## config.mk

```make
export PLATFORM = sky130hd
export DESIGN_NAME = ring_digit_mux
export DESIGN_NICKNAME = d
export VERILOG_FILES = /design/src/rtl/ring_digit_mux.sv
export SDC_FILE = /design/constraint.sdc
export NUM_CORES = 1
export LEC_CHECK = 0
export ABC_AREA = 1
export BUFFER_PORTS_ARGS = -buffer_cell sky130_fd_sc_hd__buf_2
export CAP_MARGIN = 20
export CORE_ASPECT_RATIO = 1.4
export CORE_MARGIN = 3
export CORE_UTILIZATION = 46
export CTS_BUF_LIST = sky130_fd_sc_hd__clkbuf_16
export CTS_CLUSTER_DIAMETER = 60
export DETAILED_ROUTE_END_ITERATION = 6
export HOLD_SLACK_MARGIN = 0.08
export MAX_ROUTING_LAYER = met4
export PLACE_DENSITY = 0.83
export SYNTH_ARGS = -nofsm -noshare
export SYNTH_HDL_FRONTEND = slang
export SYNTH_SLANG_ARGS = --single-unit
```

## constraint.sdc

```tcl
create_clock -name clk -period 1.35 [get_ports clk]
set_clock_uncertainty 0.2 [all_clocks]
set_input_delay 0.0675 -clock clk [delete_from_list [all_inputs] [get_ports clk]]
set_output_delay 0.0675 -clock clk [all_outputs]
set_load 0.05 [all_outputs]
```

## src/rtl/ring_digit_mux.sv

```systemverilog
// ring_digit_mux: scans a 4-digit seven-segment display from a one-hot ring
// strobe, validates the ring sequence and counts completed scan frames.
module ring_digit_mux #(
  parameter int WIDTH    = 4,
  parameter bit ROT_LEFT = 1'b1,
  parameter int FRAME_W  = 8
) (
  input  logic                 clk,
  input  logic                 reset,
  input  logic                 en,
  input  logic [WIDTH-1:0]     ring_in,
  input  logic [4*WIDTH-1:0]   digits,
  output logic [WIDTH-1:0]     an,
  output logic [6:0]           seg,
  output logic                 err,
  output logic                 frame_tick,
  output logic [FRAME_W-1:0]   frame_cnt
);

  typedef enum logic [1:0] {
    SYNC,
    RUN,
    FAULT
  } state_t;

  localparam logic [WIDTH-1:0] LSB_PAT = WIDTH'(1);
  localparam logic [WIDTH-1:0] MSB_PAT = LSB_PAT << (WIDTH - 1);
  localparam logic [WIDTH-1:0] START   = ROT_LEFT ? LSB_PAT : MSB_PAT;
  localparam logic [WIDTH-1:0] FINISH  = ROT_LEFT ? MSB_PAT : LSB_PAT;

  state_t             state, state_d;
  logic [WIDTH-1:0]   prev, prev_d;
  logic [WIDTH-1:0]   an_d;
  logic [6:0]         seg_d;
  logic               err_d;
  logic               tick_d;
  logic [FRAME_W-1:0] cnt_d;
  logic [WIDTH-1:0]   expected;
  logic [3:0]         nib;

  function automatic logic [6:0] hex7seg(input logic [3:0] h);
    logic [6:0] s;
    case (h)
      4'h0: s = 7'h3F;
      4'h1: s = 7'h06;
      4'h2: s = 7'h5B;
      4'h3: s = 7'h4F;
      4'h4: s = 7'h66;
      4'h5: s = 7'h6D;
      4'h6: s = 7'h7D;
      4'h7: s = 7'h07;
      4'h8: s = 7'h7F;
      4'h9: s = 7'h6F;
      4'hA: s = 7'h77;
      4'hB: s = 7'h7C;
      4'hC: s = 7'h39;
      4'hD: s = 7'h5E;
      4'hE: s = 7'h79;
      default: s = 7'h71;
    endcase
    return s;
  endfunction

  // Next legal strobe: previous strobe rotated one step.
  always_comb begin
    if (ROT_LEFT)
      expected = {prev[WIDTH-2:0], prev[WIDTH-1]};
    else
      expected = {prev[0], prev[WIDTH-1:1]};
  end

  // Nibble picked by the strobe; only consumed when the strobe is one-hot.
  always_comb begin
    nib = '0;
    for (int i = 0; i < WIDTH; i++) begin
      if (ring_in[i])
        nib = nib | digits[4*i +: 4];
    end
  end

  // Next state and next registered outputs; blank display by default.
  always_comb begin
    state_d = state;
    prev_d  = prev;
    an_d    = '0;
    seg_d   = '0;
    err_d   = err;
    tick_d  = 1'b0;
    cnt_d   = frame_cnt;
    if (!en) begin
      state_d = SYNC;
    end else begin
      case (state)
        SYNC: begin
          if (ring_in == START) begin
            state_d = RUN;
            prev_d  = ring_in;
            an_d    = ring_in;
            seg_d   = hex7seg(nib);
          end
        end
        RUN: begin
          if (ring_in == expected) begin
            prev_d = ring_in;
            an_d   = ring_in;
            seg_d  = hex7seg(nib);
            if (ring_in == FINISH) begin
              tick_d = 1'b1;
              cnt_d  = frame_cnt + FRAME_W'(1);
            end
          end else begin
            state_d = FAULT;
            err_d   = 1'b1;
          end
        end
        FAULT: begin
          state_d = SYNC;
        end
        default: begin
          state_d = SYNC;
        end
      endcase
    end
  end

  // State and output registers with synchronous reset.
  always_ff @(posedge clk) begin
    if (reset) begin
      state      <= SYNC;
      prev       <= '0;
      an         <= '0;
      seg        <= '0;
      err        <= 1'b0;
      frame_tick <= 1'b0;
      frame_cnt  <= '0;
    end else begin
      state      <= state_d;
      prev       <= prev_d;
      an         <= an_d;
      seg        <= seg_d;
      err        <= err_d;
      frame_tick <= tick_d;
      frame_cnt  <= cnt_d;
    end
  end

endmodule

```

==> out/summary.md <==
Run status
* finished, violations left — run status
* negative hold slack, negative setup slack — violations in the final reports

Power
* 865 mW/mm² — power density over the cells
* 1.08 nW — reported leakage power
* 0.000557 V — maximum resistive drop on vdd

STA
* -0.107 ns — Fin Hold WS
* 107% — Final period util
* true — unrepaired setup endpoints after global routing
* -1.39 ns — sum of negative setup slack
* 692 MHz — maximum operating frequency
* 10 — final hold viol count
* 75.7% — Relative slew margins
* -0.0944 ns — worst-case setup margin in the final layout
* 25 — Setup violations, final
* 0.365 ns — slew at the pin with the worst max-slew slack
* 0 — number of slew-limit violations in the final report
* 1.44 ns — Final min period

Yosys
* 5.13% — post-synthesis share of cell area spent on full adders, half adders and majority gates
* 1.80% — Synth Area in XOR/XNOR
* 37.0% — sequential fraction of the synthesis area
* simple AND/OR/NAND/NOR gates — largest family of logic cells by synthesized area
* 0.00146 mm² — Netlist Area Pre-Place
* 0 — total of warnings raised by yosys
* 6.44 µm² — Avg Synthesized Cell Area
* 0% — post-synthesis mux area share
* 227 — number of cells produced by synthesis
* 27 — #FFs+latches synth
* 20 — unique cell type count in the Yosys netlist
* 42.5% — simple-gate portion of the synthesized area
* 256 — total nets after synthesis
* 5.90% — complex-gate fraction of the synthesized area

Cells and area
* 329 — post-layout instance count excluding filler cells
* 70.2% — core occupancy in the finished layout
* 562 µm² — area of all sequential standard cells
* 917 µm² — multi-input logic area
* 42.3% — post-synthesis to final-layout area growth
* 0.00208 mm² — post-route cell area
* 40.8% — share of cells above drive strength 1
* 233 — fill cell total of the finished layout
* 0 — Antenna diodes
* 322 — Post-layout nets

Routing
* 11.9 µm — routed wirelength normalized by instance count
* met4 — top routing layer used
* 138 µm — Routed met3 length
* 4 — first drt pass iteration count
* 4.93 — Vias per Instance
* 0 — final antenna-violating net count
* 1622 — via count
* 2160 µm — met2 WL post-DR
* 0 — residual DRC count
* 1460 µm — length of routed wiring on met1
* 3920 µm — final WL
* 44 — DRT iter0 DRCs

Floorplan
* 23 — number of placement rows
* 72.7 µm — floorplan die height
* 0.00296 mm² — area of the core
* 53.7 µm — die boundary width
* 49.3% — starting density of the core
* 0.00390 mm² — DIE AREA
* 44 — total I/O pin count

Critical path
* flip-flop — critical path launch point type
* flip-flop to flip-flop — crit path kind
* 5 — biggest fanout along the worst timing path
* inv_2 -> nand2_2 -> nand2_2 -> nor2_4 -> nand3_4 -> nand2_4 -> nand2_2 -> nand2_1 -> nor2_1 — cell-by-cell listing of the critical path
* 1.41 ns — arrival time of the worst setup path
* simple AND/OR/NAND/NOR gates — delay-heaviest family, CP
* prev[2]$_SDFFE_PP0P_ — reg-to-reg critical path startpoint
* 1 — number of buffers and inverters on the critical path
* prev[2]$_SDFFE_PP0P_ — worst setup path startpoint
* flip-flop — Setup crit end kind
* 1.31 ns — required time of the worst setup path
* sky130_fd_sc_hd__dfxtp_2 — cell with the largest stage delay on the worst path
* sky130_fd_sc_hd__nand2_2 — cell repeated most along the worst path
* 0.35 ns — highest cell delay on the worst timing path

Placement
* 0.00185 mm² — placed inst area
* 0.914 — Routability Congestion
* 43 — Buffers on Ports
* -0.225 ns — pre-CTS worst setup slack
* 321 — # placed instances
* 2650 µm — HPWL after DPL

Min path
* primary input to flip-flop — class of the tightest hold or removal check
* reset — startpoint of the most critical hold path

Global routing
* 17 — maximum number of pins on one net before global-route repair
* 21.7% — aggregate global-route resource usage
* 0 — residual overflow from global routing
* 6230 µm — wire length of the first global-routing pass
* 1513 — via count of the first global-routing pass
* 0 — initial antenna violation count

Clock network
* 27 — total clock sinks
* 0.27 ns — Worst-Skew Late Latency
* 2 — buffer levels on the longest clock path
* 1 — total number of H-tree levels
* done — CTS tree
* sky130_fd_sc_hd__clkbuf_16 — root buffer cell
* 0.07 ns — Clk pin slew, worst setup/hold paths
* 3 — TritonCTS Buffers

Job
* 0 — Max Cap Violations

==> per-layer routing <==
metal | track usage (%) | vias to the layer above
met4 | 10.8 | 0
met5 | - | -
met3 | 1.23 | 13
met1 | 22.0 | 722
met2 | 40.1 | 51
li1 | - | 836
==> worst reg2reg max path, delay by kind of cell, from the launching register on <==
family,cells,cell delay (ns)
DFF,1,0.35
buffers and inverters,1,0.04
and+or+nand+nor,8,0.74
==> layout make-up <==
| cell class | instances | area share, % |
|---|---|---|
| multi-input combinational | 171 | 44.1 |
| sequential | 27 | 27.0 |
| timing repair buffer | 60 | 17.0 |
| inverter | 29 | 5.35 |
| clock buffer | 3 | 3.61 |
| tap | 37 | 2.22 |
| clock inverter | 1 | 0.361 |
| timing repair inverter | 1 | 0.361 |
==> Yosys cell counts <==
cell	n	area [µm²]
sky130_fd_sc_hd__nand2_1	81	304
sky130_fd_sc_hd__nor2_1	33	124
sky130_fd_sc_hd__dfxtp_1	27	541
sky130_fd_sc_hd__inv_1	23	86.3
sky130_fd_sc_hd__nand3_1	19	95.1
sky130_fd_sc_hd__a21oi_1	8	40.0
sky130_fd_sc_hd__ha_1	6	75.1
sky130_fd_sc_hd__inv_2	6	22.5
sky130_fd_sc_hd__o21ai_0	6	30.0
sky130_fd_sc_hd__nand4_1	3	18.8
sky130_fd_sc_hd__nor2_2	3	18.8
sky130_fd_sc_hd__nand2_4	2	22.5
sky130_fd_sc_hd__nand3_2	2	20.0
sky130_fd_sc_hd__xor2_1	2	17.5
sky130_fd_sc_hd__a21oi_2	1	8.76
sky130_fd_sc_hd__clkbuf_1	1	3.75
sky130_fd_sc_hd__nand3b_1	1	7.51
sky130_fd_sc_hd__nor2_4	1	11.3
sky130_fd_sc_hd__o211ai_1	1	7.51
sky130_fd_sc_hd__xnor2_1	1	8.76
==> per-stage QoR <==
stage / power (mW) / hold WS [ns]
after floorplan: 0.971 / -0.00803
after global placement: 1.08 / 0.171
after detailed placement: 1.08 / 0.177
after CTS: 1.78 / -0.107
after global routing: 1.88 / -0.101
final: 1.80 / -0.107
==> power breakdown <==
group	internal (mW)	leakage [nW]	switching [mW]
sequential	0.796	0.224	0.00306
clock	0.403	0.0371	0.291
combinational	0.121	0.819	0.186
total	1.32	1.08	0.480
==> state kept, by name, summed over array words and instances, names as in the netlist <==
register	count
frame_cnt	8
seg	7
an	4
prev	4
state	2
err	1
frame_tick	1
==> layout by cell type (no fill, tap or decap) <==
| cell | n |
|---|---|
| sky130_fd_sc_hd__nor2_1 | 26 |
| sky130_fd_sc_hd__nand4_1 | 3 |
| sky130_fd_sc_hd__o21ai_0 | 6 |
| sky130_fd_sc_hd__buf_2 | 43 |
| sky130_fd_sc_hd__buf_4 | 14 |
| sky130_fd_sc_hd__clkinvlp_4 | 2 |
| sky130_fd_sc_hd__nor2_4 | 3 |
| sky130_fd_sc_hd__nand3_4 | 2 |
| sky130_fd_sc_hd__nor2_2 | 8 |
| sky130_fd_sc_hd__nand2_1 | 69 |
| sky130_fd_sc_hd__nand3_2 | 3 |
| sky130_fd_sc_hd__clkbuf_16 | 3 |
| sky130_fd_sc_hd__ha_1 | 6 |
| sky130_fd_sc_hd__dfxtp_4 | 3 |
| sky130_fd_sc_hd__nand2_4 | 4 |
| sky130_fd_sc_hd__xnor2_1 | 1 |
| sky130_fd_sc_hd__inv_4 | 1 |
| sky130_fd_sc_hd__nand3b_1 | 1 |
| sky130_fd_sc_hd__inv_1 | 19 |
| sky130_fd_sc_hd__dfxtp_1 | 16 |
| sky130_fd_sc_hd__o211ai_1 | 1 |
| sky130_fd_sc_hd__nand2_2 | 11 |
| sky130_fd_sc_hd__a21oi_1 | 7 |
| sky130_fd_sc_hd__a21oi_2 | 2 |
| sky130_fd_sc_hd__inv_2 | 9 |
| sky130_fd_sc_hd__nand3_1 | 16 |
| sky130_fd_sc_hd__buf_6 | 3 |
| sky130_fd_sc_hd__xor2_1 | 2 |
| sky130_fd_sc_hd__dfxtp_2 | 8 |
==> kinds of logic after synthesis <==
group,Yosys count
fa+ha+maj,6
buf+inv,30
compound gates,16
xor+xnor,3
flops,27
simple gates,145
==> final timing paths <==
| kind | endpoint | cells after the start | slack, ns |
|---|---|---|---|
| worst max-delay path | prev[1]$_SDFFE_PP0P_ | 9 | -0.09 |
| worst min-delay path | frame_cnt[3]$_SDFFE_PP0P_ | 2 | -0.11 |
| worst max register to register | prev[1]$_SDFFE_PP0P_ | 9 | -0.09 |
| worst min register to register | frame_cnt[7]$_SDFFE_PP0P_ | 2 | 0.30 |
==> what timing repair did <==
action,CTS,global route
pin swaps,11,11
setup buffers,0,2
gates resized for setup,15,26
cloned,2,0
setup endpoints to repair,24,26
hold endpoints to repair,10,10
Power figures use the tool's default switching activity.
